==> config.mk <==
export PLATFORM = sky130hd
export DESIGN_NAME = switch_matrix_cfg_ctrl
export DESIGN_NICKNAME = d
export VERILOG_FILES = /design/src/rtl/switch_matrix_cfg_ctrl.sv
export SDC_FILE = /design/constraint.sdc
export NUM_CORES = 1
export LEC_CHECK = 0
export CORE_ASPECT_RATIO = 0.7
export CORE_MARGIN = 1.5
export CORE_UTILIZATION = 40
export CTS_CLUSTER_DIAMETER = 100
export DETAILED_ROUTE_END_ITERATION = 8
export HOLD_SLACK_MARGIN = 0.03
export REMOVE_ABC_BUFFERS = 1
export SYNTH_ARGS = -nofsm -noshare
export SYNTH_HDL_FRONTEND = slang
export SYNTH_SLANG_ARGS = --single-unit
==> constraint.sdc <==
create_clock -name clk -period 8.71 [get_ports clk]
set_input_delay 1.742 -clock clk [delete_from_list [all_inputs] [get_ports clk]]
set_output_delay 1.742 -clock clk [all_outputs]
set_load 0.05 [all_outputs]
==> src/rtl/switch_matrix_cfg_ctrl.sv <==
// Configuration controller for the routing switch matrix.
// Per-wire driver-select writes arrive over a valid/ready port into a shadow
// table. Each beat is validated as it is accepted. A complete set is scanned
// for 2-wire loops and then committed atomically to active_sel.
//
// Ports:
//   clk, rst          clock; asynchronous active-high reset
//   cfg_valid/ready   write beat handshake
//   cfg_addr          target wire index (1..NUM_WIRES)
//   cfg_sel           driver select for that wire (0 = undriven)
//   cfg_last          final beat of a configuration set
//   busy              check/commit in progress
//   commit_done       1-cycle pulse: the new table is live on active_sel
//   err               1-cycle pulse: the set was rejected
//   err_code          1=bad addr, 2=bad sel/self-drive, 3=2-wire loop (held)
//   active_sel        live selects; wire i at [i*SEL_W-1 -: SEL_W]
module switch_matrix_cfg_ctrl #(
  parameter int unsigned NUM_WIRES = 18,
  parameter int unsigned SEL_W     = 5
) (
  input  logic                       clk,
  input  logic                       rst,
  input  logic                       cfg_valid,
  output logic                       cfg_ready,
  input  logic [SEL_W-1:0]           cfg_addr,
  input  logic [SEL_W-1:0]           cfg_sel,
  input  logic                       cfg_last,
  output logic                       busy,
  output logic                       commit_done,
  output logic                       err,
  output logic [1:0]                 err_code,
  output logic [NUM_WIRES*SEL_W-1:0] active_sel
);

  localparam int unsigned TBL_W  = NUM_WIRES * SEL_W;
  localparam int unsigned VIEW_N = 2 ** SEL_W;

  typedef enum logic [1:0] {
    IDLE   = 2'd0,
    LOAD   = 2'd1,
    CHECK  = 2'd2,
    COMMIT = 2'd3
  } state_t;

  state_t             state_q, state_d;
  logic [TBL_W-1:0]   shadow_q, shadow_d;
  logic [TBL_W-1:0]   active_q, active_d;
  logic [SEL_W-1:0]   idx_q, idx_d;
  logic               sticky_q, sticky_d;
  logic [1:0]         sticky_code_q, sticky_code_d;
  logic               err_q, err_d;
  logic [1:0]         err_code_q, err_code_d;
  logic               commit_done_q, commit_done_d;
  logic               cfg_ready_q, cfg_ready_d;
  logic               busy_q, busy_d;

  logic [SEL_W-1:0]   sh_view [VIEW_N];
  logic               beat;
  logic               bad_addr;
  logic               bad_sel;
  logic               beat_bad;
  logic [1:0]         beat_code;
  logic [SEL_W-1:0]   scan_sel;
  logic               loop_hit;

  // Unpacked view of the shadow table; entries outside 1..NUM_WIRES read as 0.
  always_comb begin
    for (int i = 0; i < int'(VIEW_N); i++) begin
      sh_view[i] = '0;
    end
    for (int i = 1; i <= int'(NUM_WIRES); i++) begin
      sh_view[i] = shadow_q[i*SEL_W-1 -: SEL_W];
    end
  end

  // Per-beat validation; an out-of-range address takes precedence.
  always_comb begin
    beat      = cfg_valid && cfg_ready_q;
    bad_addr  = (cfg_addr == '0) || (cfg_addr > SEL_W'(NUM_WIRES));
    bad_sel   = (cfg_sel > SEL_W'(NUM_WIRES)) || (cfg_sel == cfg_addr);
    beat_bad  = bad_addr || bad_sel;
    beat_code = bad_addr ? 2'd1 : 2'd2;
  end

  // Loop probe for the wire currently being scanned.
  always_comb begin
    scan_sel = sh_view[idx_q];
    loop_hit = (scan_sel != '0) && (sh_view[scan_sel] == idx_q);
  end

  // Next-state and output logic.
  always_comb begin
    state_d       = state_q;
    shadow_d      = shadow_q;
    active_d      = active_q;
    idx_d         = idx_q;
    sticky_d      = sticky_q;
    sticky_code_d = sticky_code_q;
    err_d         = 1'b0;
    err_code_d    = err_code_q;
    commit_done_d = 1'b0;

    case (state_q)
      IDLE, LOAD: begin
        if (beat) begin
          state_d = LOAD;
          if (beat_bad) begin
            sticky_d = 1'b1;
            if (!sticky_q) begin
              sticky_code_d = beat_code;
            end
          end else begin
            for (int i = 1; i <= int'(NUM_WIRES); i++) begin
              if (cfg_addr == SEL_W'(i)) begin
                shadow_d[i*SEL_W-1 -: SEL_W] = cfg_sel;
              end
            end
          end
          if (cfg_last) begin
            if (sticky_q || beat_bad) begin
              // Reject the set: report the first error seen, restore the live table.
              err_d         = 1'b1;
              err_code_d    = sticky_q ? sticky_code_q : beat_code;
              shadow_d      = active_q;
              sticky_d      = 1'b0;
              sticky_code_d = 2'd0;
              state_d       = IDLE;
            end else begin
              idx_d   = SEL_W'(1);
              state_d = CHECK;
            end
          end
        end
      end
      CHECK: begin
        if (loop_hit) begin
          err_d      = 1'b1;
          err_code_d = 2'd3;
          shadow_d   = active_q;
          state_d    = IDLE;
        end else if (idx_q == SEL_W'(NUM_WIRES)) begin
          state_d = COMMIT;
        end else begin
          idx_d = idx_q + SEL_W'(1);
        end
      end
      COMMIT: begin
        active_d      = shadow_q;
        commit_done_d = 1'b1;
        state_d       = IDLE;
      end
      default: begin
        state_d = IDLE;
      end
    endcase

    cfg_ready_d = (state_d == IDLE) || (state_d == LOAD);
    busy_d      = !cfg_ready_d;
  end

  // State and output registers.
  always_ff @(posedge clk or posedge rst) begin
    if (rst) begin
      state_q       <= IDLE;
      shadow_q      <= '0;
      active_q      <= '0;
      idx_q         <= '0;
      sticky_q      <= 1'b0;
      sticky_code_q <= 2'd0;
      err_q         <= 1'b0;
      err_code_q    <= 2'd0;
      commit_done_q <= 1'b0;
      cfg_ready_q   <= 1'b1;
      busy_q        <= 1'b0;
    end else begin
      state_q       <= state_d;
      shadow_q      <= shadow_d;
      active_q      <= active_d;
      idx_q         <= idx_d;
      sticky_q      <= sticky_d;
      sticky_code_q <= sticky_code_d;
      err_q         <= err_d;
      err_code_q    <= err_code_d;
      commit_done_q <= commit_done_d;
      cfg_ready_q   <= cfg_ready_d;
      busy_q        <= busy_d;
    end
  end

  assign cfg_ready   = cfg_ready_q;
  assign busy        = busy_q;
  assign commit_done = commit_done_q;
  assign err         = err_q;
  assign err_code    = err_code_q;
  assign active_sel  = active_q;

endmodule

======== Yosys cells after proc, flatten, opt, wreduce, memory -nomap -nowiden ========
Cells that the tools add are included.
storage, ports and cells
  output and inout port bits .............. 96
  input port bits ......................... 14
  bits in registers ....................... 196
  word-level logic and storage cells ...... 129
operators by class
  bitwise operators ....................... 2
  $add $sub $neg .......................... 1
  order comparisons ....................... 4
  multiplexer cells ....................... 61
  reduce and logical (&&, ||, !) cells .... 18
  equal/unequal tests ..................... 32
operators with widths
  kind                   count
  $mux W90               5
  $pmux W90 S2           1
  $mux W5                27
  $bmux W5 S5            2
  $eq A5 B4 Y1 const B   8
  $mux W2                14
  $eq A5 B3 Y1 const B   4
  $eq A5 B5 Y1 const B   4
  $ne A2 B2 Y1 const B   7
  $ge A6 B6 Y1 const B   2
  $not A5 Y6             2
  $eq A5 B2 Y1 const B   2
  $eq A5 B5 Y1           2
  $gt A5 B5 Y1 const B   2
  $pmux W5 S2            1
  $mux W1                8
  $pmux W2 S3            1
  $reduce_and A6 Y1      1
  $add A5 B1 Y5 const B  1
  $eq A5 B1 Y1 const B   1
  $logic_not A5 Y1       1
  $logic_or A1 B1 Y1     5
  $reduce_and A5 Y1      1
  $reduce_bool A5 Y1     1
  other kinds (11)       15

======== Longest topological paths before layout ========
Gate-level depths: netlist (run 1).
  word-level depth ........................ 15
  gate-level depth with buffers ........... 18
  gate-level depth less buffers ........... 12

======== Worst setup path after synthesis (run 1) ========
OpenSTA, ideal clock, no wires.
  path type ............................... input to register
  start point ............................. input port cfg_addr[1]
  end point ............................... register shadow_q[75]
  arrival ................................. 4.192 ns
  buffers on the path ..................... 3
  stages .................................. 12
  setup time .............................. 0.104 ns
  data required time ...................... 8.606 ns
  path slack .............................. 4.414 ns
  cell sequence ........................... clkbuf_1 -> nor3_1 -> a22o_1 -> or2_2 -> clkbuf_1 -> nor3_1 -> and2_0 -> clkbuf_1 -> nor2_1 -> nor2_1 -> nor2_1 -> a221oi_1
on the way
  longest elaborated chain between the ends .. 8
  elaborated cells between the ends (all ways) .. 14
  classes of those cells .................. 1 x order compare; 2 x eq/ne; 6 x mux; 5 x reduce/logical
ends and longest elaborated chain
  what                                            line      text
  start, declared                                 25        input logic [SEL_W-1:0] cfg_addr,
  $gt A5 B5 Y1, or another cell as far along      79        bad_addr = (cfg_addr == '0) || (cfg_addr > SEL_W'(NUM_WIRES));
  $logic_or A1 B1 Y1 (on tied branches)           79, 80
  $logic_or A1 B1 Y1                              81        beat_bad = bad_addr || bad_sel;
  $mux W90 or $logic_or A1 B1 Y1 (tied branches)  107, 120
  $mux W90                                        120       if (sticky_q || beat_bad) begin
  $mux W90 (*)                                    119       if (cfg_last) begin
  $mux W90 (*)                                    105       if (beat) begin
  $pmux W90 S2 (*)                                103       case (state_q)
  end signal, assigned                            177       shadow_q <= shadow_d;
  end, declared                                   46        logic [TBL_W-1:0] shadow_q, shadow_d;
Every way passes the cells marked *; elsewhere a longest branch is shown, timed or not. The select of a mux whose other input is x is not followed.
A chain may end at the register's enable or synchronous reset.

======== Worst setup path in the final report (run 1) ========
  start point ............................. register idx_q[0]
  end point ............................... register shadow_q[20]
on the way
  longest elaborated chain between the ends .. 12
  elaborated cells between the ends (all ways) .. 13
  classes of those cells .................. 2 x eq/ne; 6 x mux; 2 x bitwise; 3 x reduce/logical
ends and longest elaborated chain
  what                                         line  text
  start, declared                              48    logic [SEL_W-1:0] idx_q, idx_d;
  start signal, assigned                       179   idx_q <= idx_d;
  $not A5 Y6 (not written as such)             87    scan_sel = sh_view[idx_q];
  $bmux W5 S5                                  87
  $mux W5 (not written as such) (2 in series)  87
  $not A5 Y6 (not written as such)             88    loop_hit = (scan_sel != '0) && (sh_view[scan_sel] == idx_q);
  $bmux W5 S5                                  88
  $mux W5 (not written as such) (2 in series)  88
  $eq A5 B5 Y1                                 88
  $logic_and A1 B1 Y1 (*)                      88
  $ne A2 B2 Y1 (no line) (*)                   n/a
  $reduce_and A3 Y1 (no line) (*)              n/a
Marks and branches as above.

==> results of run 1 <==
[cells by family after synthesis]
group | after synthesis | share of synthesized area, %
compound gates | 317 | 22.68
xor+xnor | 6 | 0.4774
fa+ha+maj | 2 | 0.2273
buf+inv | 91 | 4.239
flops | 195 | 44.33
mux | 144 | 15.56
simple gates | 280 | 12.48
[critical path: stages (launching register included)]
cell	delay [ns]
dfrtp_1	0.33
buf_4	0.40
mux4_2	0.59
a22o_1	0.29
nor2_1	0.75
nor2_2	0.20
a32o_1	0.29
o41ai_1	0.77
o21ai_0	0.21
a211oi_2	0.44
nand3_2	0.50
nand2_2	0.84
buf_4	0.46
o2bb2a_4	0.21
[how the worst max path moves through the flow]
stage	from	depth (start not counted)	endpoint	slack, ns
after floorplan	cfg_sel[0]	10	shadow_q[35]	-0.82
after global placement	idx_q[0]	13	shadow_q[55]	2.49
after detailed placement	idx_q[0]	13	shadow_q[30]	2.49
after CTS	idx_q[0]	13	shadow_q[20]	2.45
after global routing	idx_q[1]	14	shadow_q[30]	1.91
final	idx_q[0]	13	shadow_q[20]	2.25
[cell usage after synthesis (6+ instances only)]
cell       count  area [sq um]
a211oi_2      10         125.1
a21oi_1       33         165.2
a221o_1        8         80.08
a221oi_1      11         96.34
a22o_1         6         52.55
a2bb2oi_1     48         420.4
a31oi_1       34         212.7
a32oi_1       10         87.58
and3_1        14         87.58
buf_2         13         65.06
buf_6         11         123.9
clkbuf_1      46         172.7
dfrtp_1      194          4855
inv_1          9         33.78
mux2_2       106          1194
mux2i_1       26         260.3
mux4_2        11         247.7
nand2_1       41         153.9
nand2b_1       7         43.79
nand3_1       50         250.2
nor2_1       112         420.4
nor2_4         8         90.09
nor2b_1       14         87.58
nor3_1         7         35.03
o21ai_0       51         255.2
o22a_1         9         78.83
o22ai_1       31         193.9
o2bb2a_4       6         120.1
o32a_1        17         170.2
[layout make-up]
type,instances,area share [%]
Clock buffer,20,3.620
Clock inverter,12,0.7375
Inverter,11,0.3785
Multi-Input combinational cell,749,44.10
Sequential cell,195,37.86
Tap cell,364,3.532
Timing Repair Buffer,130,9.782
[per-layer routing]
metal	GRT usage, %	part of all wire [%]	vias to the layer above
met2	36.44	41	421
met4	7.266	1.7	0
met1	41.63	49	4833
li1	-	-	4107
met3	6.546	8.6	44
met5	0	0	-
[registers in the layout, summed over array words and instances (netlist names)]
name and flops:
active_sel 90, shadow_q 90, idx_q 5, err_code 2
sticky_code_q 2, busy 1, cfg_ready 1, commit_done 1
err 1, state_q 1, sticky_q 1
[through the flow]
step                      instances  hold WS, ns  setup TNS [ns]
after floorplan                 955       0.4719          -36.95
after global placement         1449       0.4994               0
after detailed placement       1449       0.5020               0
after CTS                      1481       0.5234               0
after global routing           1481       0.5516               0
final                          1481       0.5172               0
==> impl_metrics.py, run 1 <==
metrics = {
    "run_status": {
        "outcome": "finished, final reports clean",
    },
    "cells_and_area": {
        "fin_util_pct": 47.93,
        "drive_gt1_share_pct": 19.96,
        "layout_commonest_cell": "dfrtp_1",
        "mostFrequentLayoutCells": "dfrtp_1 (194), nor2_1 (112), clkdlybuf4s50_1 (109)",
        "n_antenna_cell": 0,
        "seq_area_sq_um": 4881,
        "fill_cells": 2509,
        "multi_input_area_sq_um": 5685,
        "stdcell_area_sq_um": 12890,
        "nets": 1120,
        "area_growth_pct": 17.12,
    },
    "placement": {
        "dpl.hpwl_microns": 26380,
        "gp_congestion": 1.019,
        "port_buffers": 109,
        "placed_cell_area_sq_um": 12330,
        "pre_cts_ws_ns": 2.488,
    },
    "floorplanning": {
        "die_h_microns": 141.8,
        "dieWidth_microns": 201.3,
        "die-area_sq_um": 28540,
        "boundaryPins": 110,
        "core.rowCount": 50,
        "start_util_pct": 40.93,
        "core_area_sq_um": 26900,
    },
    "critical_path": {
        "reg2reg_to": "shadow_q[20]",
        "critPathRequiredTime_ns": 9.06,
        "ff2ff_setup_slack_ns": 2.25,
        "reg2reg_depth": 13,
        "worstPathMaxFanout": 33,
        "critPathKind": "reg2reg",
        "endpoint_kind": "register",
        "start_kind": "register",
        "r2r_start": "idx_q[0]",
        "arrival_ns": 6.81,
    },
    "clocking": {
        "cts_tree": "built",
        "cts_buffer_depth": 2,
        "cts_resized": 0,
        "worstSkewPairLatency_ns": 0.46,
        "clockRootBuffer": "clkbuf_16",
        "cts_buffers": 17,
        "clock_sinks": 195,
        "htree_levels": 4,
        "hold_buffers": 0,
        "post-cts-setup-buffers": 0,
        "cts.clk_slew.worst_paths_ns": 0.08,
    },
    "route": {
        "drt_iter0_markers": 976,
        "wl_microns": 37650,
        "num_vias": 9405,
        "via_per_inst": 6.350,
        "drtPass1Iterations": 6,
        "ant_nets": 0,
        "drc_errors": 0,
        "wl_per_cell_microns": 25.42,
    },
    "min_path": {
        "hold_class": "reg2reg",
        "holdPathStages": 2,
        "hp-start": "active_sel[86]",
        "min_delay_worst_endpoint": "active_sel[86]",
    },
    "logic_synthesis": {
        "synth-edff-count": 0,
        "synthFlopType": "dfrtp_1",
        "syn_inst": 1035,
        "avgSynthCellArea_sq_um": 10.64,
        "synth_cell_types": 84,
        "synth_seq_area_share_pct": 44.33,
        "yosys_warnings": 0,
        "syn_area_sq_um": 11010,
        "async_reset_ff_share_pct": 100.0,
        "ys_seq_elements": 195,
    },
    "global_route": {
        "grt_start_max_net_pins": 136,
        "grt_pass1_wl_microns": 57180,
        "overflow": 0,
        "grt_pass1_vias": 8919,
        "antenna_found_initial": 0,
        "track_usage_pct": 26.81,
    },
    "timing": {
        "slew_violations": 0,
        "clock.fmax_mhz": 154.8,
        "worstMarginPinSlew_ns": 1.169,
        "finalSetupViolations": 0,
        "hold_viol": 0,
        "final.setup_skew_ns": 0.01737,
        "setup_ws_ns": 2.252,
        "rsz0062_at_grt": "no",
        "min_period_over_period_pct": 74.15,
        "relSlewSlack_pct": 21.45,
        "period_needed_ns": 6.458,
    },
    "run": {
        "max_cap_violations": 0,
    },
}
Power of run 1 is not shown: default switching activity piles up to over one toggle a cycle in this logic, so the estimate is an artifact.
==> run 2, diff against run 1 <==
==> constraint.sdc (replaced) <==
create_clock -name clk -period 5.3 [get_ports clk]
set_input_delay 1.06 -clock clk [delete_from_list [all_inputs] [get_ports clk]]
set_output_delay 1.06 -clock clk [all_outputs]
set_load 0.05 [all_outputs]
==> impl_metrics.py, run 2 (synthesis gave the netlist of run 1 again) <==
metrics = {
    "run_status": {
        "outcome": "finished, final reports clean",
    },
    "cells_and_area": {
        "drive_gt1_share_pct": 21.20,
        "stdcell_area_sq_um": 13160,
        "fin_util_pct": 48.91,
        "finalNonFillerCells": 1501,
        "mostFrequentLayoutCells": "dfrtp_1 (194), nor2_1 (112), clkdlybuf4s50_1 (109)",
        "fill_cells": 2511,
        "nets": 1140,
        "n_antenna_cell": 0,
        "layout_commonest_cell": "dfrtp_1",
        "area_growth_pct": 19.50,
    },
    "critical_path": {
        "worstPathMaxFanout": 38,
        "path_cells": "mux4_2, a22o_1, nor2_1, nor2_2, a32o_1, or3_1, a311oi_2, a211oi_2, buf_4, a31oi_4, buf_12, nor2_1, buf_4, o2bb2a_4",
        "start_kind": "register",
        "endpoint_kind": "register",
        "arrival_ns": 5.29,
        "critPathRequiredTime_ns": 5.63,
        "max_stage_delay_ns": 0.78,
        "critPathKind": "reg2reg",
        "crit_path_top_delay_cell": "dfrtp_1",
    },
    "global_route": {
        "track_usage_pct": 27.32,
        "antenna_found_initial": 0,
        "grt_pass1_vias": 8937,
        "grt_pass1_wl_microns": 58570,
        "grt_start_max_net_pins": 136,
        "overflow": 0,
    },
    "timing": {
        "final.setup_skew_ns": 0.01298,
        "min_period_over_period_pct": 93.53,
        "clock.fmax_mhz": 201.7,
        "hold_viol": 0,
        "hold-worst-slack_ns": 0.5276,
        "rsz0062_at_grt": "no",
        "worstMarginPinSlew_ns": 0.9593,
        "finalSetupViolations": 0,
        "period_needed_ns": 4.957,
        "relSlewSlack_pct": 36.05,
        "slew_violations": 0,
    },
    "clocking": {
        "htree_levels": 4,
        "worstSkewPairLatency_ns": 0.45,
        "cts_tree": "built",
        "cts.clk_slew.worst_paths_ns": 0.07,
        "cts_buffers": 17,
        "cts_buffer_depth": 2,
        "post-cts-setup-buffers": 0,
        "clockRootBuffer": "clkbuf_16",
        "hold_buffers": 0,
        "cts_resized": 0,
        "clock_sinks": 195,
    },
    "route": {
        "num_vias": 9438,
        "wl_per_cell_microns": 25.71,
        "via_per_inst": 6.288,
        "wl_microns": 38600,
        "drc_errors": 0,
        "drtPass1Iterations": 5,
        "ant_nets": 0,
        "drt_iter0_markers": 1005,
    },
    "placement": {
        "dpl.hpwl_microns": 28230,
        "gp_congestion": 0.9651,
        "port_buffers": 109,
        "post-place-cells": 1469,
        "placed_cell_area_sq_um": 12530,
    },
    "floorplanning": {
        "dieWidth_microns": 201.3,
        "die-area_sq_um": 28540,
        "core.rowCount": 50,
        "die_h_microns": 141.8,
        "start_util_pct": 40.93,
        "core_area_sq_um": 26900,
        "boundaryPins": 110,
    },
    "min_path": {
        "hold_class": "reg2reg",
    },
    "run": {
        "max_cap_violations": 0,
    },
}
## run 2: cell types whose count changed in the layout (fill, tap and decap cells not counted), sizes merged
cell | previous run | this run
clkinv | 5 | 4
inv | 17 | 14
bufinv | 0 | 4
buf | 21 | 41
## run 2: final cells by class
cell class              instances  area [sq um]  share of cell area [%]
multi-input cells             749          5685                   43.21
clock buffers                  20         446.7                   3.395
clock inverters                12         177.7                   1.350
flip-flops and latches        195          4881                   37.10
repair buffers                150          1461                   11.11
well taps                     364         455.4                   3.462
inverters                      11         48.80                  0.3709
## run 2: metal layers
metal  wire [microns]  up-vias  track usage, %
met4              496        0           5.067
met2            15810      444           37.61
met5                0        -               0
met3             3729       38           8.016
met1            18560     4810           42.04
li1                 -     4146               -
## run 2: worst paths after layout
kind	start	slack, ns	cells past startpoint	endpoint
setup / recovery	idx_q[0]	0.34	14	shadow_q[35]
setup reg to reg	idx_q[0]	0.34	14	shadow_q[35]
min in group asynchronous	rst	1.24	2	active_sel[25]
hold reg to reg	active_sel[51]	0.53	1	active_sel[51]
max in group asynchronous	rst	3.21	3	shadow_q[71]
hold / removal	active_sel[51]	0.53	1	active_sel[51]
## run 2: worst max-delay path: cells and delay by family (launching register included)
family / cells / cell delay [ns]
AO/OA/AOI/OAI: 6 / 1.47
AND/OR/NAND/NOR: 4 / 1.30
buffers and inverters: 3 / 0.60
flip-flops: 1 / 0.78
multiplexers: 1 / 0.62
## run 2: through the flow
step           setup TNS [ns]  setup slack (ns)
2_1_floorplan         -497.41            -3.547
3_3_place_gp                0            0.5379
3_5_place_dp                0            0.4897
4_1_cts                     0            0.4780
5_1_grt                     0           0.01818
6_report                    0            0.3431
Power of run 2 is left out for the same reason.
==> run 3, diff against run 2 <==
--- a/config.mk
+++ b/config.mk
@@ -6,11 +6,11 @@
 export NUM_CORES = 1
 export LEC_CHECK = 0
 export CORE_ASPECT_RATIO = 0.7
-export CORE_MARGIN = 1.5
+export CORE_MARGIN = 4
 export CORE_UTILIZATION = 40
-export CTS_CLUSTER_DIAMETER = 100
 export DETAILED_ROUTE_END_ITERATION = 8
 export HOLD_SLACK_MARGIN = 0.03
+export MAX_ROUTING_LAYER = met4
 export REMOVE_ABC_BUFFERS = 1
 export SYNTH_ARGS = -nofsm -noshare
 export SYNTH_HDL_FRONTEND = slang
==> impl_metrics.py, run 3 (synthesis gave the netlist of run 1 again) <==
metrics = {
    "run_status": {
        "outcome": "finished, final reports clean",
    },
    "placement": {
        "placed_cell_area_sq_um": 12660,
        "dpl.hpwl_microns": 29660,
        "pre_cts_ws_ns": 0.3179,
        "port_buffers": 109,
        "gp_congestion": 1.010,
    },
    "global_route": {
        "antenna_found_initial": 1,
        "grt_pass1_vias": 9171,
        "grt_start_max_net_pins": 127,
        "track_usage_pct": 27.29,
        "grt_pass1_wl_microns": 60800,
        "overflow": 0,
    },
    "floorplanning": {
        "start_util_pct": 40.93,
        "dieWidth_microns": 206.3,
        "die_h_microns": 146.8,
        "die-area_sq_um": 30280,
        "core_area_sq_um": 26900,
        "core.rowCount": 50,
        "boundaryPins": 110,
    },
    "cells_and_area": {
        "nets": 1154,
        "area_growth_pct": 19.83,
        "n_antenna_cell": 0,
        "mostFrequentLayoutCells": "dfrtp_1 (194), nor2_1 (112), clkdlybuf4s50_1 (109)",
        "stdcell_area_sq_um": 13190,
        "fill_cells": 2501,
        "layout_commonest_cell": "dfrtp_1",
        "drive_gt1_share_pct": 21.91,
    },
    "critical_path": {
        "arrival_ns": 5.36,
        "ff2ff_setup_slack_ns": 0.28,
        "critPathCapture": "shadow_q[60]",
        "critPathRequiredTime_ns": 5.64,
        "worstPathMaxFanout": 33,
        "start_kind": "register",
        "reg2reg_to": "shadow_q[60]",
        "reg2reg_depth": 13,
        "critPathKind": "reg2reg",
        "endpoint_kind": "register",
        "r2r_start": "idx_q[0]",
        "startpoint": "idx_q[0]",
    },
    "route": {
        "ant_nets": 0,
        "wl_microns": 39890,
        "drc_errors": 0,
        "drt_iter0_markers": 978,
        "wl_per_cell_microns": 26.34,
        "via_per_inst": 6.286,
        "drtPass1Iterations": 5,
        "num_vias": 9517,
    },
    "timing": {
        "period_needed_ns": 5.023,
        "slew_violations": 0,
        "finalSetupTns_ns": 0,
        "min_period_over_period_pct": 94.77,
        "finalSetupViolations": 0,
        "final.setup_skew_ns": 0.01532,
        "setup_ws_ns": 0.2769,
        "rsz0062_at_grt": "no",
        "relSlewSlack_pct": 14.44,
        "hold_viol": 0,
        "worstMarginPinSlew_ns": 1.274,
        "clock.fmax_mhz": 199.1,
    },
    "clocking": {
        "clock_sinks": 195,
        "cts.clk_slew.worst_paths_ns": 0.08,
        "clockRootBuffer": "clkbuf_16",
        "post-cts-setup-buffers": 0,
        "worstSkewPairLatency_ns": 0.45,
        "htree_levels": 4,
        "cts_buffers": 17,
        "cts_tree": "built",
        "cts_buffer_depth": 2,
    },
    "run": {
        "max_cap_violations": 0,
    },
    "min_path": {
        "hold_class": "reg2reg",
    },
}
[run 3: cell count changes in the layout (fill, tap and decap cells not counted), moves of 2 or more]
cell        previous run  this run
buf_4                 36        48
inv_6                  3         1
buf_12                 5         7
bufinv_16              4         0
clkbuf_1               2         4
clkinvlp_4             1         3
[run 3: what timing repair did]
item                                   in CTS  in global routing
endpoints found under the hold margin       0                  0
hold buffers                                0                  0
setup endpoints to repair                   0                 15
gates resized for setup                     0                  1
[run 3: layer usage]
layer  share of wire [%]  vias up  GRT usage [%]
met2                  40      436          35.26
met4                 1.5        0          5.652
met5                   0        -              -
met1                  48     4873          41.72
met3                 9.8       41          8.385
li1                    -     4167              -
[run 3: metrics by stage]
step | cells | utilization [%] | hold slack [ns]
floorplan | 955 | - | 0.4719
global placement | 1483 | 47.07 | 0.5076
detailed placement | 1483 | 47.07 | 0.5105
CTS | 1514 | 49.01 | 0.5362
global route | 1514 | 49.04 | 0.5606
finish | 1514 | 49.04 | 0.5267
[run 3: worst max-delay path, cell delays in order, from the launching register on]
cell       delay (ns)
dfrtp_1          0.69
buf_4            0.32
mux4_2           0.56
o32ai_2          0.53
nor2_4           0.22
a2111oi_0        0.64
a221oi_1         0.16
and3_1           0.24
a311oi_2         0.30
a211oi_4         0.11
a31oi_4          0.54
buf_12           0.29
nor2_4           0.09
o22a_1           0.18
[run 3: cell type report]
| cell class | count | area [sq um] | share of cell area (%) |
|---|---|---|---|
| Multi-Input combinational cell | 749 | 5693 | 43.15 |
| Sequential cell | 195 | 4881 | 37.00 |
| Timing Repair Buffer | 164 | 1592 | 12.06 |
| Clock buffer | 23 | 467.9 | 3.547 |
| Tap cell | 364 | 455.4 | 3.452 |
| Clock inverter | 8 | 55.05 | 0.4173 |
| Inverter | 11 | 48.80 | 0.3699 |
[run 3: worst min-delay path by stage]
stage | from | cells after the start | end | slack, ns
floorplan | sticky_code_q[0] | 2 | sticky_code_q[0] | 0.47
global placement | sticky_code_q[0] | 2 | sticky_code_q[0] | 0.51
detailed placement | sticky_code_q[0] | 2 | sticky_code_q[0] | 0.51
finish | err_code[0] | 1 | err_code[0] | 0.53
global route | active_sel[52] | 1 | active_sel[52] | 0.56
CTS | active_sel[71] | 1 | active_sel[71] | 0.54
Power of run 3 is left out for the same reason.
